==> src/rtl/radar_sweep_ctrl.sv <==
// Radar head sweep controller: steps a servo between 0 and ANGLE_MAX, takes one
// rangefinder measurement per angle and queues {angle, distance} in a show-ahead FIFO.
module radar_sweep_ctrl #(
    parameter int unsigned PWM_PERIOD_CYC = 1000000,
    parameter int unsigned PULSE_MIN_CYC  = 50000,
    parameter int unsigned CYC_PER_DEG    = 278,
    parameter int unsigned ANGLE_MAX      = 180,
    parameter int unsigned STEP_DEG       = 2,
    parameter int unsigned SETTLE_PERIODS = 2,
    parameter int unsigned TIMEOUT_CYC    = 3000000,
    parameter int unsigned FIFO_DEPTH     = 16
) (
    input  logic                          clk,
    input  logic                          reset_n,
    input  logic                          enable,
    output logic                          meas_start,
    input  logic                          meas_done,
    input  logic [9:0]                    meas_dist,
    output logic                          pwm_out,
    input  logic                          rd_en,
    output logic [17:0]                   rd_data,
    output logic                          empty,
    output logic [$clog2(FIFO_DEPTH):0]   count,
    output logic                          overflow,
    input  logic                          clr_ovf,
    output logic [7:0]                    cur_angle
);

    localparam int AW = $clog2(FIFO_DEPTH);
    localparam int CW = AW + 1;
    localparam int SW = (SETTLE_PERIODS > 1) ? $clog2(SETTLE_PERIODS) : 1;
    localparam int TW = $clog2(TIMEOUT_CYC + 1);

    localparam logic [31:0]   PERIOD_LAST  = 32'(PWM_PERIOD_CYC - 1);
    localparam logic [31:0]   PULSE_MIN    = 32'(PULSE_MIN_CYC);
    localparam logic [31:0]   DEG_CYC      = 32'(CYC_PER_DEG);
    localparam logic [7:0]    ANGLE_TOP    = 8'(ANGLE_MAX);
    localparam logic [8:0]    STEP9        = 9'(STEP_DEG);
    localparam logic [SW-1:0] SETTLE_LAST  = SW'(SETTLE_PERIODS - 1);
    localparam logic [TW-1:0] TIMEOUT_LAST = TW'(TIMEOUT_CYC - 1);
    localparam logic [CW-1:0] DEPTH_CNT    = CW'(FIFO_DEPTH);

    typedef enum logic [2:0] {
        IDLE    = 3'd0,
        SETTLE  = 3'd1,
        MEASURE = 3'd2,
        STORE   = 3'd3,
        NEXT    = 3'd4
    } state_t;

    state_t state, state_next;

    // ------------------------------------------------------------------
    // Servo PWM
    // ------------------------------------------------------------------
    logic [31:0] pwm_cnt, pwm_cnt_next;
    logic [31:0] width_q, width_next, width_calc;
    logic        period_start;

    assign period_start = (pwm_cnt == 32'd0);

    // pwm_out is registered against the counter value it will accompany, so the
    // width chosen at the wrap is already in force on the count==0 cycle.
    always_comb begin
        pwm_cnt_next = (pwm_cnt == PERIOD_LAST) ? 32'd0 : pwm_cnt + 32'd1;
        width_calc   = PULSE_MIN + ({24'd0, cur_angle} * DEG_CYC);
        width_next   = (pwm_cnt_next == 32'd0) ? width_calc : width_q;
    end

    always_ff @(posedge clk or negedge reset_n) begin
        if (!reset_n) begin
            pwm_cnt <= 32'd0;
            width_q <= 32'd0;
            pwm_out <= 1'b0;
        end else begin
            pwm_cnt <= pwm_cnt_next;
            width_q <= width_next;
            pwm_out <= (pwm_cnt_next < width_next);
        end
    end

    // ------------------------------------------------------------------
    // Sweep FSM
    // ------------------------------------------------------------------
    logic [SW-1:0] settle_cnt;
    logic [TW-1:0] tmr;
    logic [9:0]    dist_q, dist_val;
    logic          dist_load;
    logic          push;
    logic          step;
    logic          dir_down, dir_next;
    logic [7:0]    angle_next;
    logic [8:0]    up_sum;

    always_comb begin
        state_next = state;
        meas_start = 1'b0;
        push       = 1'b0;
        step       = 1'b0;
        dist_load  = 1'b0;
        dist_val   = meas_dist;
        case (state)
            IDLE: begin
                if (enable) state_next = SETTLE;
            end
            SETTLE: begin
                if (!enable) state_next = IDLE;
                else if (period_start && (settle_cnt == SETTLE_LAST)) state_next = MEASURE;
            end
            MEASURE: begin
                // A done pulse coincident with the request cannot belong to it.
                meas_start = (tmr == '0);
                if (meas_done && (tmr != '0)) begin
                    dist_load  = 1'b1;
                    state_next = STORE;
                end else if (tmr == TIMEOUT_LAST) begin
                    dist_load  = 1'b1;
                    dist_val   = 10'h3FF;
                    state_next = STORE;
                end
            end
            STORE: begin
                push       = 1'b1;
                state_next = NEXT;
            end
            NEXT: begin
                step       = 1'b1;
                state_next = enable ? SETTLE : IDLE;
            end
            default: state_next = IDLE;
        endcase
    end

    always_comb begin
        up_sum     = {1'b0, cur_angle} + STEP9;
        angle_next = cur_angle;
        dir_next   = dir_down;
        if (!dir_down) begin
            if (up_sum >= {1'b0, ANGLE_TOP}) begin
                angle_next = ANGLE_TOP;
                dir_next   = 1'b1;
            end else begin
                angle_next = up_sum[7:0];
            end
        end else begin
            if ({1'b0, cur_angle} <= STEP9) begin
                angle_next = 8'd0;
                dir_next   = 1'b0;
            end else begin
                angle_next = cur_angle - STEP9[7:0];
            end
        end
    end

    always_ff @(posedge clk or negedge reset_n) begin
        if (!reset_n) begin
            state      <= IDLE;
            settle_cnt <= '0;
            tmr        <= '0;
            dist_q     <= 10'd0;
            cur_angle  <= 8'd0;
            dir_down   <= 1'b0;
        end else begin
            state <= state_next;
            if (state != SETTLE)   settle_cnt <= '0;
            else if (period_start) settle_cnt <= settle_cnt + SW'(1);
            tmr <= (state == MEASURE) ? tmr + TW'(1) : '0;
            if (dist_load) dist_q <= dist_val;
            if (step) begin
                cur_angle <= angle_next;
                dir_down  <= dir_next;
            end
        end
    end

    // ------------------------------------------------------------------
    // Show-ahead sample FIFO
    // ------------------------------------------------------------------
    logic [17:0]   mem [FIFO_DEPTH];
    logic [AW-1:0] wr_ptr, rd_ptr;
    logic          full, do_pop, do_push, drop;

    assign empty   = (count == '0);
    assign full    = (count == DEPTH_CNT);
    assign do_pop  = rd_en && !empty;
    // A pop in the same cycle frees the slot, so a full FIFO can still accept.
    assign do_push = push && (!full || do_pop);
    assign drop    = push && full && !do_pop;
    assign rd_data = empty ? 18'd0 : mem[rd_ptr];

    always_ff @(posedge clk) begin
        if (do_push) mem[wr_ptr] <= {cur_angle, dist_q};
    end

    always_ff @(posedge clk or negedge reset_n) begin
        if (!reset_n) begin
            wr_ptr   <= '0;
            rd_ptr   <= '0;
            count    <= '0;
            overflow <= 1'b0;
        end else begin
            if (do_push) wr_ptr <= wr_ptr + AW'(1);
            if (do_pop)  rd_ptr <= rd_ptr + AW'(1);
            case ({do_push, do_pop})
                2'b10:   count <= count + CW'(1);
                2'b01:   count <= count - CW'(1);
                default: count <= count;
            endcase
            if (drop)         overflow <= 1'b1;
            else if (clr_ovf) overflow <= 1'b0;
        end
    end

endmodule

==> config.mk <==
export PLATFORM = sky130hd
export DESIGN_NAME = radar_sweep_ctrl
export DESIGN_NICKNAME = d
export VERILOG_FILES = /design/src/rtl/radar_sweep_ctrl.sv
export SDC_FILE = /design/constraint.sdc
export NUM_CORES = 1
export LEC_CHECK = 0
export CORE_UTILIZATION = 50
export CTS_CLUSTER_DIAMETER = 50
export DETAILED_ROUTE_END_ITERATION = 10
export GPL_TIMING_DRIVEN = 0
export PLACE_DENSITY = 0.67
export SYNTH_ARGS = -nofsm -noshare
export SYNTH_HDL_FRONTEND = slang
export SYNTH_SLANG_ARGS = --single-unit
==> constraint.sdc <==
create_clock -name clk -period 15.5 [get_ports clk]
set_clock_uncertainty 0.2 [all_clocks]
set_input_delay 3.1 -clock clk [delete_from_list [all_inputs] [get_ports clk]]
set_output_delay 3.1 -clock clk [all_outputs]
set_load 0.01 [all_outputs]
==> results.md <==
Outcome:
- The flow ran to the end, and the final reports show no timing, DRC or antenna violations.

Timing:
- The worst hold margin is 0.281 ns.
- The setup TNS is 0 ns.
- The portion of the clock cycle consumed by the worst path in the final layout is 49.9%.
- The worst slew margin relative to its limit is 12.4%.
- The achievable frequency is 129 MHz.
- The final setup violation count is 0.
- The hold violation count in the final report is 0.
- The shortest clock period the worst path allows after layout is 7.73 ns.
- The number of pins with negative max-slew slack in the final report is 0.
- For the pin with the worst max-slew slack, the measured transition is 1.31 ns.
- Setup repair after global routing left no endpoint under its margin.

GRT:
- For this run the aggregate overflow at the end of global routing stands at 0.
- The first global-routing pass estimated 64500 um of wire.
- The via count of the first global-routing pass is 11032.
- The initial antenna violation count is 0.
- The largest net degree at the start of global routing is 74.
- The overall routing resource usage is 22.1%.

Worst setup path:
- The category of the worst setup path launch point is a flip-flop.
- The critical path data arrival time is 7.95 ns.
- In this run the worst path has a maximum fanout of 26.
- The critical path class is flip-flop to flip-flop.
- The required time of the critical path is 15.72 ns.
- The kind of end point of the critical path is a flip-flop.

Final layout:
- The filler cells instantiated in the layout total 2903.
- The number of diodes is 0.
- Leaving out fill and tap cells, the most frequent cell in the layout is sky130_fd_sc_hd__edfxtp_1.
- The area of the multi-input gates is 7230 sq um.
- The sequential cell area is 11200 sq um.
- The number of nets in the layout is 1510.
- The fraction of layout instances using a drive strength above 1 is 14.8%.
- From synthesis to final layout, the design area changed by 13.9%.
- In the layout the commonest cells are sky130_fd_sc_hd__edfxtp_1, sky130_fd_sc_hd__dfrtp_1, sky130_fd_sc_hd__ha_1, sky130_fd_sc_hd__mux4_2, sky130_fd_sc_hd__nor2_1.

Clock network:
- At the later pin of the worst-skew pair, clock insertion delay measures 0.56 ns.
- The number of clock buffers added by TritonCTS is 44.
- In this run the clock root is driven by a sky130_fd_sc_hd__clkbuf_16.
- The number of gates resized after cts is 0.
- The number of buffers inserted by hold repair at cts is 0.
- Once the clock tree was built, the setup fixing pass inserted 0 buffers.
- TritonCTS built the clock tree.
- Counting along the longest clock path gives a buffer depth of 3.
- The H-tree generated during clock tree synthesis spans 2 levels.
- The register clock-pin slew on the reported worst setup and hold paths is 0.06 ns.
- The clock sink count is 395.

Logic synthesis:
- Synthesis produced 1302 cells.
- The prevailing post-synth register cell is sky130_fd_sc_hd__edfxtp_1.
- In the synthesized netlist the async set-or-reset flop fraction comes to 31.1%.
- After synthesis, flip-flops and latches occupy 59.5% of the total area.
- The cell area after synthesis is 18900 sq um.
- The unique cell type count in the Yosys netlist is 74.
- In this run the mean area of a mapped cell was 14.5 sq um.
- The number of register bits inferred by synthesis is 395.
- The number of flops mapped to enable cells by yosys is 272.
- During synthesis, Yosys emitted a total of 0 warnings.

Die:
- The die is 196 um tall.
- The core box area is 36900 sq um.
- In this run the count of I/O pins placed on the die edge is 51.
- The floorplan step defined a die boundary enclosing 38600 sq um.
- The starting density of the core is 51.2%.
- Measured along the x axis, the die boundary spans 196 um.
- The number of placement rows is 70.

Route:
- The final wirelength is 41100 um.
- The detailed router finished its first iteration with 1054 violations.
- The count of nets left with antenna violations once routing finished came out at 0.
- The average wire length per cell after detail routing is 21.2 um.
- Before antenna repair, the detailed router went through 6 iterations.
- The via density per instance is 5.78.
- Across all layers, the routed design uses 11210 vias.
- In the routed design, unresolved DRC markers number 0.

Power and ir drop:
- The peak ir drop on the vdd network is 0.105 mV.
- The power density relative to cell area is 121 nW/um^2.
- The standby leakage power is 0.00765 uW.
- Total power for the finished layout comes to 2600 uW.

Placement:
- During placement, the flow inserted port buffers numbering 48.
- The congestion estimate from routability-driven global placement came to 0.869.
- Detailed placement finished with a half-perimeter wire length of 26200 um.

Hold path:
- The path class of the tightest hold or removal check is flip-flop to flip-flop.

Run:
- Max-cap violations in this run came to 0.
==> per-layer routing <==
layer  track usage (%)  routed length (um)  vias up
met5                 0                   0        -
met4              4.83                 634        0
met3              3.20                2350       49
met2              34.1               19000      317
met1              33.5               19100     5672
li1                  -                   -     5172
==> through the flow <==
step           instance area [sq um]  setup slack, ns  utilization (%)  cells
3_5_place_dp                   20000             7.67             54.4   1858
4_1_cts                        21500             7.62             58.4   1940
2_1_floorplan                  18900             9.31                -   1305
6_report                       21500             7.77             58.4   1940
3_3_place_gp                   20000             5.86             54.3   1857
5_1_grt                        21500             7.13             58.4   1940
==> critical path, stage by stage, from the launching register on <==
cell                        delay, ns
sky130_fd_sc_hd__dfrtp_1         0.99
sky130_fd_sc_hd__inv_1           0.32
sky130_fd_sc_hd__ha_1            0.38
sky130_fd_sc_hd__ha_1            0.30
sky130_fd_sc_hd__fa_1            0.50
sky130_fd_sc_hd__ha_1            0.40
sky130_fd_sc_hd__and3_1          0.23
sky130_fd_sc_hd__a2111oi_0       0.69
sky130_fd_sc_hd__nor2b_1         0.10
sky130_fd_sc_hd__o311ai_0        0.77
sky130_fd_sc_hd__nand4_1         0.31
sky130_fd_sc_hd__and4_1          0.29
sky130_fd_sc_hd__o31a_1          0.28
sky130_fd_sc_hd__ha_1            0.19
sky130_fd_sc_hd__a21o_1          0.15
sky130_fd_sc_hd__a21o_1          0.17
sky130_fd_sc_hd__a21o_1          0.16
sky130_fd_sc_hd__a21o_1          0.17
sky130_fd_sc_hd__a211oi_1        0.46
sky130_fd_sc_hd__o21ai_0         0.14
sky130_fd_sc_hd__o41ai_1         0.40
==> kinds of logic after synthesis <==
family          share of synthesized area, %
mux                                     12.1
flops                                   59.5
xor+xnor                                3.80
buf+inv                                 2.31
fa+ha+maj                               6.50
simple gates                            10.1
compound gates                          5.69
other cells                           0.0198
==> flip-flops by register name (all words and copies together) (netlist names) <==
register and flops:
dir_down 1, wr_ptr 4, width_q 32, settle_cnt 1, count 5, overflow 1
rd_ptr 4, state 3, cur_angle 7, pwm_cnt 32, pwm_out 1, tmr 22
dist_q 10, mem 272
==> cells in the mapped netlist, types with 9 or more instances <==
| cell | count | share of area (%) |
|---|---|---|
| sky130_fd_sc_hd__edfxtp_1 | 272 | 43 |
| sky130_fd_sc_hd__dfrtp_1 | 123 | 16 |
| sky130_fd_sc_hd__ha_1 | 87 | 5.8 |
| sky130_fd_sc_hd__mux4_2 | 85 | 10 |
| sky130_fd_sc_hd__nor2_1 | 64 | 1.3 |
| sky130_fd_sc_hd__nand2_1 | 61 | 1.2 |
| sky130_fd_sc_hd__and2_1 | 56 | 1.9 |
| sky130_fd_sc_hd__xnor2_1 | 52 | 2.4 |
| sky130_fd_sc_hd__inv_1 | 51 | 1.0 |
| sky130_fd_sc_hd__nand3_1 | 42 | 1.1 |
| sky130_fd_sc_hd__o21ai_0 | 33 | 0.87 |
| sky130_fd_sc_hd__a21oi_1 | 31 | 0.82 |
| sky130_fd_sc_hd__clkbuf_1 | 30 | 0.60 |
| sky130_fd_sc_hd__xor2_1 | 30 | 1.4 |
| sky130_fd_sc_hd__nand4_1 | 22 | 0.73 |
| sky130_fd_sc_hd__nor3_1 | 19 | 0.50 |
| sky130_fd_sc_hd__a21o_1 | 18 | 0.72 |
| sky130_fd_sc_hd__mux2i_1 | 16 | 0.85 |
| sky130_fd_sc_hd__and3_1 | 15 | 0.50 |
| sky130_fd_sc_hd__mux2_2 | 15 | 0.89 |
| sky130_fd_sc_hd__or2_2 | 13 | 0.43 |
| sky130_fd_sc_hd__o22a_1 | 11 | 0.51 |
| sky130_fd_sc_hd__or3_1 | 11 | 0.36 |
| sky130_fd_sc_hd__buf_1 | 9 | 0.18 |
==> final timing paths <==
| kind | startpoint | to | slack [ns] | cells after the start |
|---|---|---|---|---|
| max reg2reg | cur_angle[7] | pwm_out | 7.77 | 20 |
| min reg2reg | width_q[24] | width_q[24] | 0.28 | 1 |
| min in group asynchronous | reset_n | width_q[12] | 2.29 | 1 |
| max in group asynchronous | reset_n | tmr[0] | 12.03 | 2 |
| min | width_q[24] | width_q[24] | 0.28 | 1 |
| max | cur_angle[7] | pwm_out | 7.77 | 20 |
==> power by group <==
group	internal, uW	switching [uW]	leakage (uW)
Combinational	179	229	0.00317
Sequential	1130	12.4	0.00376
Clock	625	429	0.000720
==> final cells by class <==
class                      instances  area share, %
sequential                       395           52.2
clock buffer                      55           5.40
timing repair buffer              49           2.37
tap                              504           2.93
multi-input combinational        806           33.6
buffer                            53           1.14
inverter                          51          0.889
clock inverter                    27           1.49
(Power assumes the default switching activity.)
